`config.mk`:
```
export PLATFORM = sky130hd
export DESIGN_NAME = fht_rd_unload_flat
export DESIGN_NICKNAME = d
export VERILOG_FILES = /design/src/rtl/fht_rd_unload_if.sv /design/src/rtl/fht_rd_unload.sv /design/src/flat_wrapper.sv
export SDC_FILE = /design/constraint.sdc
export NUM_CORES = 1
export LEC_CHECK = 0
export CAP_MARGIN = 20
export CORE_MARGIN = 1
export CORE_UTILIZATION = 38
export CTS_CLUSTER_DIAMETER = 100
export DETAILED_ROUTE_END_ITERATION = 8
export GPL_ROUTABILITY_DRIVEN = 0
export GPL_TIMING_DRIVEN = 0
export PLACE_DENSITY = 0.81
export SYNTH_ARGS = -nofsm -noshare
export SYNTH_HDL_FRONTEND = slang
export SYNTH_SLANG_ARGS = --single-unit
```
`constraint.sdc`:
```
create_clock -name iCLK -period 2.8 [get_ports iCLK]
set_input_delay 0.56 -clock iCLK [delete_from_list [all_inputs] [get_ports iCLK]]
set_output_delay 0.56 -clock iCLK [all_outputs]
set_load 0.01 [all_outputs]
```
`src/rtl/fht_rd_unload_if.sv`:
```
// Bundle of start/config, RAM read-port and output-stream signals for the FHT bank unloader.
// No logic of its own; the unloader sits on the master side, the RAM/sink on the slave side.
// Stream uses valid/ready, RAM side is a fixed-latency read with no handshake.
interface fht_rd_unload_if #(
  parameter int D_BIT = 16,
  parameter int A_BIT = 8
);
  logic                    iSTART;
  logic                    iBIT_REV;
  logic [A_BIT-1:0]        oADDR_RD_0;
  logic [A_BIT-1:0]        oADDR_RD_1;
  logic [A_BIT-1:0]        oADDR_RD_2;
  logic [A_BIT-1:0]        oADDR_RD_3;
  logic signed [D_BIT-1:0] iDATA_0;
  logic signed [D_BIT-1:0] iDATA_1;
  logic signed [D_BIT-1:0] iDATA_2;
  logic signed [D_BIT-1:0] iDATA_3;
  logic signed [D_BIT-1:0] oDATA;
  logic [A_BIT+1:0]        oIDX;
  logic                    oVALID;
  logic                    iREADY;
  logic                    oLAST;
  logic                    oBUSY;
  logic                    oDONE;

  modport master (
    input  iSTART, iBIT_REV, iDATA_0, iDATA_1, iDATA_2, iDATA_3, iREADY,
    output oADDR_RD_0, oADDR_RD_1, oADDR_RD_2, oADDR_RD_3,
    output oDATA, oIDX, oVALID, oLAST, oBUSY, oDONE
  );

  modport slave (
    output iSTART, iBIT_REV, iDATA_0, iDATA_1, iDATA_2, iDATA_3, iREADY,
    input  oADDR_RD_0, oADDR_RD_1, oADDR_RD_2, oADDR_RD_3,
    input  oDATA, oIDX, oVALID, oLAST, oBUSY, oDONE
  );
endinterface

```
`src/rtl/fht_rd_unload.sv`:
```
// Reads the four FHT result banks line by line and emits the samples as one ordered stream.
// First beat RD_LAT cycles after start; each line costs RD_LAT idle cycles plus 4 beats.
// Backpressure: oDATA/oIDX/oLAST hold while oVALID & !iREADY; RAM reads stall with the stream.
module fht_rd_unload #(
  parameter int D_BIT  = 16,
  parameter int A_BIT  = 8,
  parameter int RD_LAT = 2
) (
  input logic           iCLK,
  input logic           iRESET,
  fht_rd_unload_if.master bus
);

  localparam int CW = (RD_LAT < 2) ? 1 : $clog2(RD_LAT + 1);
  localparam logic [CW-1:0]    LAT_LAST = CW'(RD_LAT - 1);
  localparam logic [A_BIT-1:0] J_LAST   = {A_BIT{1'b1}};

  typedef enum logic [1:0] {S_IDLE, S_ADDR, S_WAIT, S_EMIT} state_t;

  state_t                  state, state_n;
  logic [A_BIT-1:0]        j, j_n;
  logic [1:0]              b, b_n;
  logic                    brev, brev_n;
  logic [CW-1:0]           cnt, cnt_n;
  logic [A_BIT-1:0]        addr, addr_n;
  logic                    done, done_n;
  logic                    cap;
  logic signed [D_BIT-1:0] bufw [4];

  // Line counter to RAM line: bit-reversed in reverse mode, identity otherwise.
  function automatic logic [A_BIT-1:0] line_addr(input logic [A_BIT-1:0] jj, input logic rev);
    logic [A_BIT-1:0] r;
    for (int i = 0; i < A_BIT; i++) r[i] = jj[A_BIT-1-i];
    return rev ? r : jj;
  endfunction

  // Next-state logic: address issue, read-latency wait, 4-beat emit per line.
  always_comb begin
    state_n = state;
    j_n     = j;
    b_n     = b;
    brev_n  = brev;
    cnt_n   = cnt;
    addr_n  = addr;
    done_n  = 1'b0;
    cap     = 1'b0;
    case (state)
      S_IDLE: begin
        if (bus.iSTART) begin
          j_n     = '0;
          b_n     = '0;
          brev_n  = bus.iBIT_REV;
          addr_n  = line_addr('0, bus.iBIT_REV);
          cnt_n   = '0;
          state_n = S_WAIT;
        end
      end
      S_ADDR: begin
        addr_n  = line_addr(j, brev);
        cnt_n   = '0;
        state_n = S_WAIT;
      end
      S_WAIT: begin
        if (cnt == LAT_LAST) begin
          cap     = 1'b1;
          b_n     = '0;
          state_n = S_EMIT;
        end else begin
          cnt_n = cnt + 1'b1;
        end
      end
      S_EMIT: begin
        if (bus.iREADY) begin
          if (b != 2'd3) begin
            b_n = b + 2'd1;
          end else if (j != J_LAST) begin
            // Next line's address goes out on the same edge that takes the 4th beat.
            j_n     = j + 1'b1;
            addr_n  = line_addr(j + 1'b1, brev);
            cnt_n   = '0;
            state_n = S_WAIT;
          end else begin
            done_n  = 1'b1;
            state_n = S_IDLE;
          end
        end
      end
      default: state_n = S_IDLE;
    endcase
  end

  // Control state registers.
  always_ff @(posedge iCLK or posedge iRESET) begin
    if (iRESET) begin
      state <= S_IDLE;
      j     <= '0;
      b     <= '0;
      brev  <= 1'b0;
      cnt   <= '0;
      addr  <= '0;
      done  <= 1'b0;
    end else begin
      state <= state_n;
      j     <= j_n;
      b     <= b_n;
      brev  <= brev_n;
      cnt   <= cnt_n;
      addr  <= addr_n;
      done  <= done_n;
    end
  end

  // Line buffer: one word per bank, loaded when the read data becomes valid.
  always_ff @(posedge iCLK or posedge iRESET) begin
    if (iRESET) begin
      for (int i = 0; i < 4; i++) bufw[i] <= '0;
    end else if (cap) begin
      bufw[0] <= bus.iDATA_0;
      bufw[1] <= bus.iDATA_1;
      bufw[2] <= bus.iDATA_2;
      bufw[3] <= bus.iDATA_3;
    end
  end

  assign bus.oADDR_RD_0 = addr;
  assign bus.oADDR_RD_1 = addr;
  assign bus.oADDR_RD_2 = addr;
  assign bus.oADDR_RD_3 = addr;
  assign bus.oDATA      = bufw[b];
  assign bus.oIDX       = {j, b};
  assign bus.oVALID     = (state == S_EMIT);
  assign bus.oLAST      = (state == S_EMIT) && (j == J_LAST) && (b == 2'd3);
  assign bus.oBUSY      = (state != S_IDLE);
  assign bus.oDONE      = done;

endmodule

```
`src/flat_wrapper.sv`:
```
// flat-port wrapper written by rule: the top's interface ports become plain ports
module fht_rd_unload_flat 
#(
  parameter int D_BIT  = 16,
  parameter int A_BIT  = 8,
  parameter int RD_LAT = 2
)
  (iCLK, iRESET, bus_iSTART, bus_iBIT_REV, bus_iDATA_0, bus_iDATA_1, bus_iDATA_2, bus_iDATA_3, bus_iREADY, bus_oADDR_RD_0, bus_oADDR_RD_1, bus_oADDR_RD_2, bus_oADDR_RD_3, bus_oDATA, bus_oIDX, bus_oVALID, bus_oLAST, bus_oBUSY, bus_oDONE);
  fht_rd_unload_if #(.D_BIT(D_BIT), .A_BIT(A_BIT)) bus_i ();
  input logic iCLK;
  input logic iRESET;
  input wire logic [$bits(bus_i.iSTART)-1:0] bus_iSTART;
  input wire logic [$bits(bus_i.iBIT_REV)-1:0] bus_iBIT_REV;
  input wire logic [$bits(bus_i.iDATA_0)-1:0] bus_iDATA_0;
  input wire logic [$bits(bus_i.iDATA_1)-1:0] bus_iDATA_1;
  input wire logic [$bits(bus_i.iDATA_2)-1:0] bus_iDATA_2;
  input wire logic [$bits(bus_i.iDATA_3)-1:0] bus_iDATA_3;
  input wire logic [$bits(bus_i.iREADY)-1:0] bus_iREADY;
  output wire logic [$bits(bus_i.oADDR_RD_0)-1:0] bus_oADDR_RD_0;
  output wire logic [$bits(bus_i.oADDR_RD_1)-1:0] bus_oADDR_RD_1;
  output wire logic [$bits(bus_i.oADDR_RD_2)-1:0] bus_oADDR_RD_2;
  output wire logic [$bits(bus_i.oADDR_RD_3)-1:0] bus_oADDR_RD_3;
  output wire logic [$bits(bus_i.oDATA)-1:0] bus_oDATA;
  output wire logic [$bits(bus_i.oIDX)-1:0] bus_oIDX;
  output wire logic [$bits(bus_i.oVALID)-1:0] bus_oVALID;
  output wire logic [$bits(bus_i.oLAST)-1:0] bus_oLAST;
  output wire logic [$bits(bus_i.oBUSY)-1:0] bus_oBUSY;
  output wire logic [$bits(bus_i.oDONE)-1:0] bus_oDONE;
  assign bus_i.iSTART = bus_iSTART;
  assign bus_i.iBIT_REV = bus_iBIT_REV;
  assign bus_i.iDATA_0 = bus_iDATA_0;
  assign bus_i.iDATA_1 = bus_iDATA_1;
  assign bus_i.iDATA_2 = bus_iDATA_2;
  assign bus_i.iDATA_3 = bus_iDATA_3;
  assign bus_i.iREADY = bus_iREADY;
  assign bus_oADDR_RD_0 = bus_i.oADDR_RD_0;
  assign bus_oADDR_RD_1 = bus_i.oADDR_RD_1;
  assign bus_oADDR_RD_2 = bus_i.oADDR_RD_2;
  assign bus_oADDR_RD_3 = bus_i.oADDR_RD_3;
  assign bus_oDATA = bus_i.oDATA;
  assign bus_oIDX = bus_i.oIDX;
  assign bus_oVALID = bus_i.oVALID;
  assign bus_oLAST = bus_i.oLAST;
  assign bus_oBUSY = bus_i.oBUSY;
  assign bus_oDONE = bus_i.oDONE;
  fht_rd_unload #(.D_BIT(D_BIT), .A_BIT(A_BIT), .RD_LAT(RD_LAT)) u_core (.iCLK(iCLK), .iRESET(iRESET), .bus(bus_i));
endmodule
```
* After elaboration in Yosys (flattened, before gate mapping) *
Index checks and enable logic that the tools add are counted.

storage, ports and cells
  output and inout port bits = 62
  logic and storage cells = 80
  register bits = 88

cells by class
  bitwise operators = 1
  reduce and logical (&&, ||, !) cells = 13
  magnitude comparators = 1
  mux-type cells = 36
  add/subtract/negate cells = 3
  eq/ne operators = 15

operator list
  kind                                                                      count
  8-bit two-way mux                                                         9
  16-bit binary-select mux with 2-bit select                                1
  16-bit two-way mux                                                        2
  2-bit two-way mux                                                         13
  8-bit case mux with 3 select lines                                        1
  5-bit AND reduction                                                       4
  2-bit case mux with 4 select lines                                        2
  8-bit case mux with 2 select lines                                        1
  2-bit inequality test (second input constant)                             5
  8-bit by 1-bit adder with 8-bit output (second input constant)            1
  8-bit equality test (second input constant)                               1
  8-bit inequality test (second input constant)                             1
  2-bit equality test (second input constant)                               3
  1-bit two-way mux                                                         6
  2-bit by 1-bit inequality test with 1-bit output (second input constant)  3
  2-bit case mux with 3 select lines                                        1
  3-bit nonzero test                                                        2
  2-bit by 1-bit adder with 2-bit output (second input constant)            2
  2-bit by 1-bit equality test with 1-bit output (second input constant)    2
  4-bit AND reduction                                                       1
  2-bit nonzero test                                                        2
  3-bit greater-or-equal comparator (second input constant)                 1
  2-bit inverter with 3-bit output                                          1
  1-bit logical AND                                                         2
  other kinds (2)                                                           2

* Logic depth before layout (Yosys ltp) *
Gate-level depths: netlist of run 1.

  word-level depth = 6
  mapped depth = 7
  gate-level depth less buffers = 6

* Worst setup path before layout of run 1 *
Ideal clock, no wire load.

  path type = register to output
  start point = register u_core.b[0]
  end point = output bus_oDATA[6]
  setup slack = 0.775 ns
  data arrival time = 1.465 ns
  cell stages (with the launch flop) = 4
  path through = dfrtp_1 > buf_2 > buf_2 > mux4_2

between the ends
  longest elaborated chain between the ends = 4

ends and longest elaborated chain
  what                                                    RTL line              RTL
  from (decl)                                             fht_rd_unload.sv:22   logic [1:0] b, b_n;
  from (signal assigned)                                  fht_rd_unload.sv:105  b <= b_n;
  2-bit inverter with 3-bit output (not written as such)  fht_rd_unload.sv:129  assign bus.oDATA = bufw[b];
  16-bit binary-select mux with 2-bit select              fht_rd_unload.sv:129
  16-bit two-way mux (not written as such) (2 in series)  fht_rd_unload.sv:129
  to (decl)                                               flat_wrapper.sv:23    output wire logic [$bits(bus_i.oDATA)-1:0] bus_oDATA;

No other way between the ends. The select of a mux whose other input is x is not followed.

* Worst setup path in the final report of run 1 *
Same ends and word-level chain as after synthesis.

==> results_dict.tcl, run 1 <==
set metrics [dict create \
    numCtsBuffers 9 \
    port_buffers 130 \
    grt.total_usage 0.1938 \
    endpoint_kind "primary output" \
    grt_pass1_vias 3569 \
    max_freq_mhz 371.6 \
    skew_ps 5.575 \
    ys_warn_count 0 \
    synth_cell_types 49 \
    hold_buffers 0 \
    crit_fanout 10 \
    antenna_found_initial 0 \
    synth_fa_ha_area_frac 0.008130 \
    num_rows 39 \
    fin_nets 576 \
    ys.flop_type "dfrtp_1" \
    drive_gt1_frac 0.3209 \
    ys_ff_latch 88 \
    drcViolationCount 4 \
    switching_share 0.3220 \
    cap_violations 0 \
    area_growth_syn_to_layout_pct 40.46 \
    clock_latency_ps 350 \
    syn-num-nets 432 \
    hold_viol_final 0 \
    htreeDepth 3 \
    synthMuxAreaShare 0.2610 \
    synthCells 360 \
    seq_area_frac_synth 0.4770 \
    cts_tree "built" \
    dr.first_iter.drc_count 259 \
    clock_path_buffers 2 \
    violations "DRC" \
    dieArea_um2 12590 \
    synth_edf_count 0 \
    rsz0062_at_grt "no" \
    synth-xor-area-share 0.007588 \
    synth_top_family_by_area "multiplexers" \
    grt_pass1_wl_um 18580 \
    p_int_w 0.005023 \
    synth_top_area_share 0.4770 \
    synth_top_area_cell "dfrtp_1" \
    routed_wl_um 11670 \
    combPwrFrac 0.517 \
    arrival_ps 2130 \
    clkSinkCount 88 \
    setup_viol 0 \
    slew_viol_final 0 \
    vias 3506 \
    slew_headroom 0.5682 \
    worstMarginPinSlew_ps 639.3 \
    synth_area_leaders "dfrtp_1, mux2_2, mux4_2" \
    grt_overflow 0 \
    crit_type "register to primary output" \
    power.leakage_nw 2.661 \
    start_util 0.3975 \
    postSynthAreaPerCell_um2 12.82 \
    p_clk_frac 0.175 \
    core-area_um2 11610 \
    antenna_cells 0 \
    p_switching_w 0.002385 \
    power.sequential.fraction 0.308 \
    async_flop_share 1.000 \
    fin_crit_sh 0.9612 \
    n_fill_cell 968 \
    tns_ps 0 \
    die_x_um 112.2 \
    synth_compound_area_frac 0.07507 \
    clk_pin_slew_ps 60 \
    power.density_nw_per_um2 1142 \
    die_y_um 112.2 \
    period_minus_slack_ps 2691 \
    critPathRequiredTime_ps 2240 \
    grt_max_degree 45 \
    status "finished, violations left" \
    dp_hpwl_um 8783 \
    wire_per_inst_um 17.92 \
    ir_drop_v 0.0004340 \
    root_buffer "clkbuf_16" \
    whs_ps 504.5 \
    first_pass_iters 9 \
    min_path_type "register to register" \
    io_pins 131 \
    via_per_inst 5.386 \
    yosys.area_share.simple 0.08347 \
    syn-cell-area_um2 4617 \
    cp-start-kind "register" \
    ant_nets 0 \
]
layout by cell type (no fill, tap or decap), types with 3 or more instances in the layout:
| cell type | synthesis | final |
|---|---|---|
| buf_6 | 9 | 11 |
| ha_1 | 3 | 3 |
| inv_1 | 9 | 8 |
| clkdlybuf4s50_1 | 0 | 130 |
| dfrtp_1 | 88 | 87 |
| nand2_1 | 18 | 18 |
| nor3_1 | 3 | 3 |
| mux2i_1 | 9 | 9 |
| o221ai_1 | 3 | 3 |
| or3_1 | 3 | 3 |
| mux4_2 | 16 | 16 |
| nand3_1 | 11 | 11 |
| o21ai_0 | 7 | 7 |
| a21oi_1 | 9 | 9 |
| nand4_1 | 3 | 3 |
| clkbuf_16 | 0 | 9 |
| nand2b_1 | 3 | 3 |
| xnor2_1 | 4 | 4 |
| buf_2 | 12 | 9 |
| mux2_2 | 67 | 67 |
| o22ai_1 | 3 | 3 |
| a31oi_1 | 4 | 4 |
| buf_4 | 26 | 27 |
| nor2_1 | 11 | 11 |
| a211o_2 | 3 | 3 |
metal layers:
metal	routed length [um]	GRT usage	vias to the layer above
met5	0	0	-
met3	758	0.03726	21
li1	-	-	1579
met2	5833	0.3242	161
met4	290	0.09689	0
met1	4788	0.2408	1745
kinds of logic after synthesis:
| kind of cell | count (synthesis) |
|---|---|
| adder cells (fa/ha/maj) | 3 |
| XOR/XNOR | 4 |
| flip-flops | 88 |
| buffers and inverters | 60 |
| AND/OR/NAND/NOR | 67 |
| AO/OA/AOI/OAI | 46 |
| multiplexers | 92 |
Yosys cell counts (4+ instances only):
cell type / n
a31oi_1: 4
nand2_1: 18
mux2i_1: 9
buf_2: 12
nor2_1: 11
o21ai_0: 7
mux4_2: 16
mux2_2: 67
nand3_1: 11
dfrtp_1: 88
buf_6: 9
buf_4: 26
a21oi_1: 9
inv_1: 9
xnor2_1: 4
flip-flops by register name, indices dropped and copies added (netlist names):
name and cells:
u_core.bus.oADDR_RD_0 8, u_core.b 2, u_core.cnt 2, u_core.bufw 64, u_core.j 8, u_core.brev 1, u_core.bus.oDONE 1, u_core.state 2
layout make-up:
cell class / instances / area, um^2 / area share
Buffer: 50 / 386.6 / 0.05962
Clock buffer: 9 / 225.2 / 0.03473
Clock inverter: 6 / 91.34 / 0.01408
Inverter: 10 / 41.29 / 0.006367
Multi-Input combinational cell: 212 / 2009 / 0.3099
Sequential cell: 88 / 2203 / 0.3398
Tap cell: 143 / 178.9 / 0.02759
Timing Repair Buffer: 133 / 1349 / 0.2080
power groups by stage:
stage / clock network (W) / logic, W / registers (W)
floorplan: 0 / 0.00225 / 0.00222
global placement: 0 / 0.00369 / 0.00226
detailed placement: 0 / 0.00379 / 0.00231
CTS: 0.00133 / 0.00383 / 0.00229
global route: 0.00137 / 0.00408 / 0.00236
finish: 0.00130 / 0.00383 / 0.00228
worst paths after layout:
path                            cells past startpoint       startpoint  slack (ps)                  endpoint
worst max-delay path                                4      u_core.b[0]         110              bus_oDATA[6]
worst min-delay path                                1  u_core.bufw[47]         500           u_core.bufw[47]
worst max register to register                      6      u_core.j[0]         830  u_core.bus.oADDR_RD_0[4]
worst min register to register                      1  u_core.bufw[47]         500           u_core.bufw[47]
max in group asynchronous                           3           iRESET        1720            u_core.bufw[4]
min in group asynchronous                           2           iRESET         550           u_core.bufw[61]
through the flow:
stage                     power (W)  setup slack (ps)  utilization  cells  cell area [um^2]
after detailed placement   0.006102             94.51       0.5288    635              6141
after global routing       0.007818             20.12       0.5584    651              6485
after floorplan            0.004470             775.4            -    360              4621
after global placement     0.005945             101.0       0.5253    633              6101
final                      0.007408             108.8       0.5584    651              6485
after CTS                  0.007450             27.62       0.5572    650              6471
worst max-delay path: stages (launching register included):
cell             delay (ps)
dfrtp_1                 400
buf_6                   190
buf_6                   190
mux4_2                  520
clkdlybuf4s50_1         490
repair_timing:
| action | in CTS | in global routing |
|---|---|---|
| gates cloned | 0 | 0 |
| setup buffers | 0 | 1 |
| setup endpoints to repair | 17 | 5 |
| resized for setup | 6 | 2 |
| pin swaps | 0 | 0 |
Note: power is estimated with default switching activity, not from simulation.
==> inputs of run 2 (changes only) <==
--- a/config.mk
+++ b/config.mk
@@ -11,7 +11,6 @@
 export CTS_CLUSTER_DIAMETER = 100
 export DETAILED_ROUTE_END_ITERATION = 8
 export GPL_ROUTABILITY_DRIVEN = 0
-export GPL_TIMING_DRIVEN = 0
 export PLACE_DENSITY = 0.81
 export SYNTH_ARGS = -nofsm -noshare
 export SYNTH_HDL_FRONTEND = slang
==> results_dict.tcl, run 2 (synthesized netlist as in run 1, its figures left out) <==
set metrics [dict create \
    path_buf_inv 1 \
    start_util 0.3975 \
    cp_slowest_cell "clkdlybuf4s50_1" \
    grt_max_degree 89 \
    dp_slack_ps 375.7 \
    cts.repair.resized 0 \
    dieArea_um2 12590 \
    postPlaceCellArea_um2 5831 \
    layout_commonest_cell "clkdlybuf4s50_1" \
    whs_ps 503.3 \
    multi_input_comb_area_um2 2022 \
    period_minus_slack_ps 2697 \
    antenna_cells 0 \
    regToRegSetupSlack_ps 600 \
    grt_overflow 0 \
    crit_type "register to primary output" \
    endpoint_kind "primary output" \
    slowest_delay_ps 540 \
    crit_chain "ha_1, nand4_4, nor2_1, and3_1, clkdlybuf4s50_1" \
    numCtsBuffers 9 \
    instances_no_fill 607 \
    skew_ps 6.928 \
    post-place-cells 591 \
    ant_nets 0 \
    port_buffers 130 \
    htreeDepth 3 \
    via_per_inst 5.362 \
    arrival_ps 2140 \
    grt_pass1_wl_um 17190 \
    routed_wl_um 10620 \
    cap_violations 0 \
    drcViolationCount 2 \
    fin_crit_sh 0.9632 \
    cp_top_family "simple AND/OR/NAND/NOR gates" \
    clk_pin_slew_ps 70 \
    status "finished, violations left" \
    worstMarginPinSlew_ps 904.6 \
    critPathRequiredTime_ps 2240 \
    cp-start-kind "register" \
    setup_ws_ps 103.2 \
    dr.first_iter.drc_count 266 \
    largest_register "u_core.bufw" \
    num_rows 39 \
    largest_register_ffs 64 \
    die_y_um 112.2 \
    setup_viol 0 \
    power.density_nw_per_um2 1121 \
    max_freq_mhz 370.8 \
    first_pass_iters 8 \
    tns_ps 0 \
    dp_hpwl_um 7637 \
    core-area_um2 11610 \
    violations "DRC" \
    cts_tree "built" \
    slew_viol_final 0 \
    ir_drop_v 0.0004708 \
    crit_fanout 11 \
    antenna_found_initial 0 \
    n_fill_cell 991 \
    grt_pass1_vias 3392 \
    rsz0062_at_grt "no" \
    min_path_type "register to register" \
    wire_per_inst_um 17.50 \
    fin_nets 531 \
    clock_path_buffers 2 \
    slew_headroom 0.3969 \
    io_pins 131 \
    hold_viol_final 0 \
    post_cts_buffers 0 \
    die_x_um 112.2 \
    area_growth_syn_to_layout_pct 32.47 \
    clkSinkCount 88 \
    power.leakage_nw 2.423 \
    mostFrequentLayoutCells "clkdlybuf4s50_1, dfrtp_1, mux2_2" \
    ff_latch_area_um2 2206 \
    grt.total_usage 0.1742 \
    clock_latency_ps 340 \
    final_area_um2 6116 \
    vias 3255 \
    drive_gt1_frac 0.2672 \
    hold_buffers 0 \
    root_buffer "clkbuf_16" \
]
run 2: final cells by class:
type                            instances  area share
Timing Repair Buffer                  138      0.2267
Multi-Input combinational cell        212      0.3306
Tap cell                              143     0.02926
Sequential cell                        88      0.3607
Clock inverter                          6    0.006956
Clock buffer                           10     0.03908
Inverter                               10    0.006751
run 2: metal layers:
layer,part of all wire,global-route usage
met1,0.42,0.2204
met2,0.50,0.2886
met3,0.065,0.04536
met4,0.017,0.06400
met5,0,0
run 2: through the flow:
step                power (W)  utilization
floorplan            0.004470            -
global placement     0.005613       0.5020
detailed placement   0.005759       0.5020
CTS                  0.006922       0.5263
global route         0.007248       0.5266
finish               0.006854       0.5266
run 2: where the power goes:
part / switching, W / total, W / internal, W
Combinational: 0.00125 / 0.00331 / 0.00206
Sequential: 0.000512 / 0.00240 / 0.00189
Clock: 0.000509 / 0.00114 / 0.000629
Total: 0.00227 / 0.00685 / 0.00458
run 2: worst register-to-register path: cells and delay by family (launching register included):
family | cells | cell delay, ps
AO/OA/AOI/OAI | 2 | 840
buffers and inverters | 1 | 210
AND/OR/NAND/NOR | 2 | 230
adder cells (fa/ha/maj) | 1 | 270
flip-flops | 1 | 520
run 2: final timing paths:
kind | from | to | cells after the start
max in group asynchronous | iRESET | u_core.bus.oADDR_RD_0[0] | 3
worst min register to register | u_core.bufw[19] | u_core.bufw[19] | 1
worst max register to register | u_core.b[1] | u_core.bus.oADDR_RD_0[4] | 6
worst min-delay path | u_core.bufw[19] | u_core.bufw[19] | 1
worst max-delay path | u_core.j[0] | bus_oLAST | 5
min in group asynchronous | iRESET | u_core.bus.oDONE | 3
==> inputs of run 3 (changes only) <==
==> constraint.sdc (replaced) <==
create_clock -name iCLK -period 2.43 [get_ports iCLK]
set_input_delay 0.486 -clock iCLK [delete_from_list [all_inputs] [get_ports iCLK]]
set_output_delay 0.486 -clock iCLK [all_outputs]
set_load 0.01 [all_outputs]
==> results_dict.tcl, run 3 (synthesized netlist as in run 1, its figures left out) <==
set metrics [dict create \
    status "finished, violations left" \
    violations "DRC" \
    cp_top_family "buffers and inverters" \
    drive_gt1_frac 0.2992 \
    root_buffer "clkbuf_16" \
    clkSinkCount 88 \
    power.leakage_nw 2.660 \
    crit_type "register to primary output" \
    instances_no_fill 631 \
    htreeDepth 3 \
    p_int_w 0.005413 \
    fin_nets 555 \
    grt_max_degree 36 \
    path_buf_inv 2 \
    p_clk_frac 0.161 \
    min_path_type "input pin to async pin" \
    post-place-cells 609 \
    ant_nets 0 \
    n_fill_cell 978 \
    p_switching_w 0.002627 \
    antenna_cells 0 \
    mostFrequentLayoutCells "clkdlybuf4s50_1, dfrtp_1, mux2_2" \
    numCtsBuffers 9 \
    fin_crit_sh 0.9658 \
    grt_overflow 0 \
    core-area_um2 11610 \
    ir_drop_v 0.0004572 \
    clock_latency_ps 340 \
    largest_register_ffs 64 \
    crit_fanout 10 \
    tns_ps 0 \
    switching_share 0.3267 \
    start_util 0.3975 \
    largest_register "u_core.bufw" \
    wire_per_inst_um 16.93 \
    worstMarginPinSlew_ps 654.3 \
    period_minus_slack_ps 2347 \
    dp_hpwl_um 8030 \
    die_y_um 112.2 \
    cap_violations 0 \
    grt.total_usage 0.1774 \
    hold_viol_final 0 \
    arrival_ps 1860 \
    clock_path_buffers 2 \
    io_pins 131 \
    slew_headroom 0.5581 \
    grt_pass1_wl_um 17350 \
    layout_commonest_cell "clkdlybuf4s50_1" \
    cp_slowest_cell "mux4_2" \
    cp-start-kind "register" \
    port_buffers 130 \
    setup_viol 0 \
    antenna_found_initial 0 \
    vias 3335 \
    combPwrFrac 0.511 \
    via_per_inst 5.285 \
    dr.first_iter.drc_count 150 \
    hold_buffers 0 \
    max_freq_mhz 426.1 \
    clk_pin_slew_ps 70 \
    drcViolationCount 5 \
    die_x_um 112.2 \
    cts_tree "built" \
    power.density_nw_per_um2 1264 \
    area_growth_syn_to_layout_pct 37.80 \
    rsz0062_at_grt "no" \
    slowest_delay_ps 490 \
    grt_pass1_vias 3485 \
    skew_ps 9.527 \
    power.sequential.fraction 0.327 \
    critPathRequiredTime_ps 1940 \
    first_pass_iters 6 \
    num_rows 39 \
    slew_viol_final 0 \
    endpoint_kind "primary output" \
    routed_wl_um 10680 \
    dieArea_um2 12590 \
    crit_chain "buf_12, mux4_2, clkdlybuf4s50_1" \
]
## run 3: changes by cell type in the layout (fill, tap and decap cells not counted), sizes merged
| cell | previous run | this run |
|---|---|---|
| dlymetal6s2s | 0 | 11 |
| clkbuf | 10 | 11 |
| inv | 10 | 9 |
| clkdlybuf4s50 | 130 | 117 |
| dlygate4sd2 | 0 | 2 |
| buf | 8 | 32 |
## run 3: worst reg2reg max path: cells and delay by family (launching register included)
kind            cells  cell delay, ps
simple gates        2             230
compound gates      2             750
buf+inv             1             200
flops               1             390
fa+ha+maj           1             260
## run 3: final timing paths
kind,startpoint,cells past startpoint,to,slack (ps)
setup reg to reg,u_core.b[0],6,u_core.bus.oADDR_RD_0[4],480
min in group iCLK,u_core.bufw[31],1,u_core.bufw[31],500
setup / recovery,u_core.b[0],3,bus_oDATA[6],80
max in group asynchronous,iRESET,3,u_core.bufw[62],1310
hold reg to reg,u_core.bufw[31],1,u_core.bufw[31],500
hold / removal,iRESET,2,u_core.bus.oDONE,500
## run 3: through the flow
step / setup slack [ps] / power [W] / area (um^2) / util / hold WS (ps)
3_5_place_dp: 273.7 / 0.006764 / 5991 / 0.5158 / 488.4
2_1_floorplan: 479.4 / 0.005151 / 4621 / - / 473.8
3_3_place_gp: 298.8 / 0.006593 / 5991 / 0.5158 / 480.9
4_1_cts: 1.629 / 0.008111 / 6285 / 0.5412 / 504.0
6_report: 83.16 / 0.008040 / 6362 / 0.5478 / 498.2
5_1_grt: 9.843 / 0.008526 / 6362 / 0.5478 / 517.0
## run 3: layer usage
| layer | part of all wire | global-route usage | vias to the layer above |
|---|---|---|---|
| met4 | 0.021 | 0.08533 | 0 |
| met1 | 0.40 | 0.2170 | 1651 |
| met2 | 0.51 | 0.2990 | 127 |
| met5 | 0 | 0 | - |
| met3 | 0.063 | 0.03888 | 17 |
| li1 | - | - | 1540 |
## run 3: timing repair
item,in CTS,in global routing
buffers inserted,0,6
setup endpoints to repair,11,15
resized for setup,6,12
gates cloned,0,0
## run 3: cell type report
type	instances	area, um^2	share of cell area
Multi-Input combinational cell	212	2027	0.3186
Clock buffer	11	242.7	0.03815
Timing Repair Buffer	162	1629	0.2560
Sequential cell	88	2202	0.3461
Inverter	10	41.29	0.006490
Clock inverter	5	41.29	0.006490
Tap cell	143	178.9	0.02812
## run 3: power groups by stage
stage	Combinational [W]	Sequential, W	Clock, W
2_1_floorplan	0.00259	0.00256	0
3_3_place_gp	0.00401	0.00258	0
3_5_place_dp	0.00412	0.00265	0
4_1_cts	0.00413	0.00263	0.00135
5_1_grt	0.00441	0.00272	0.00139
6_report	0.00411	0.00263	0.00130
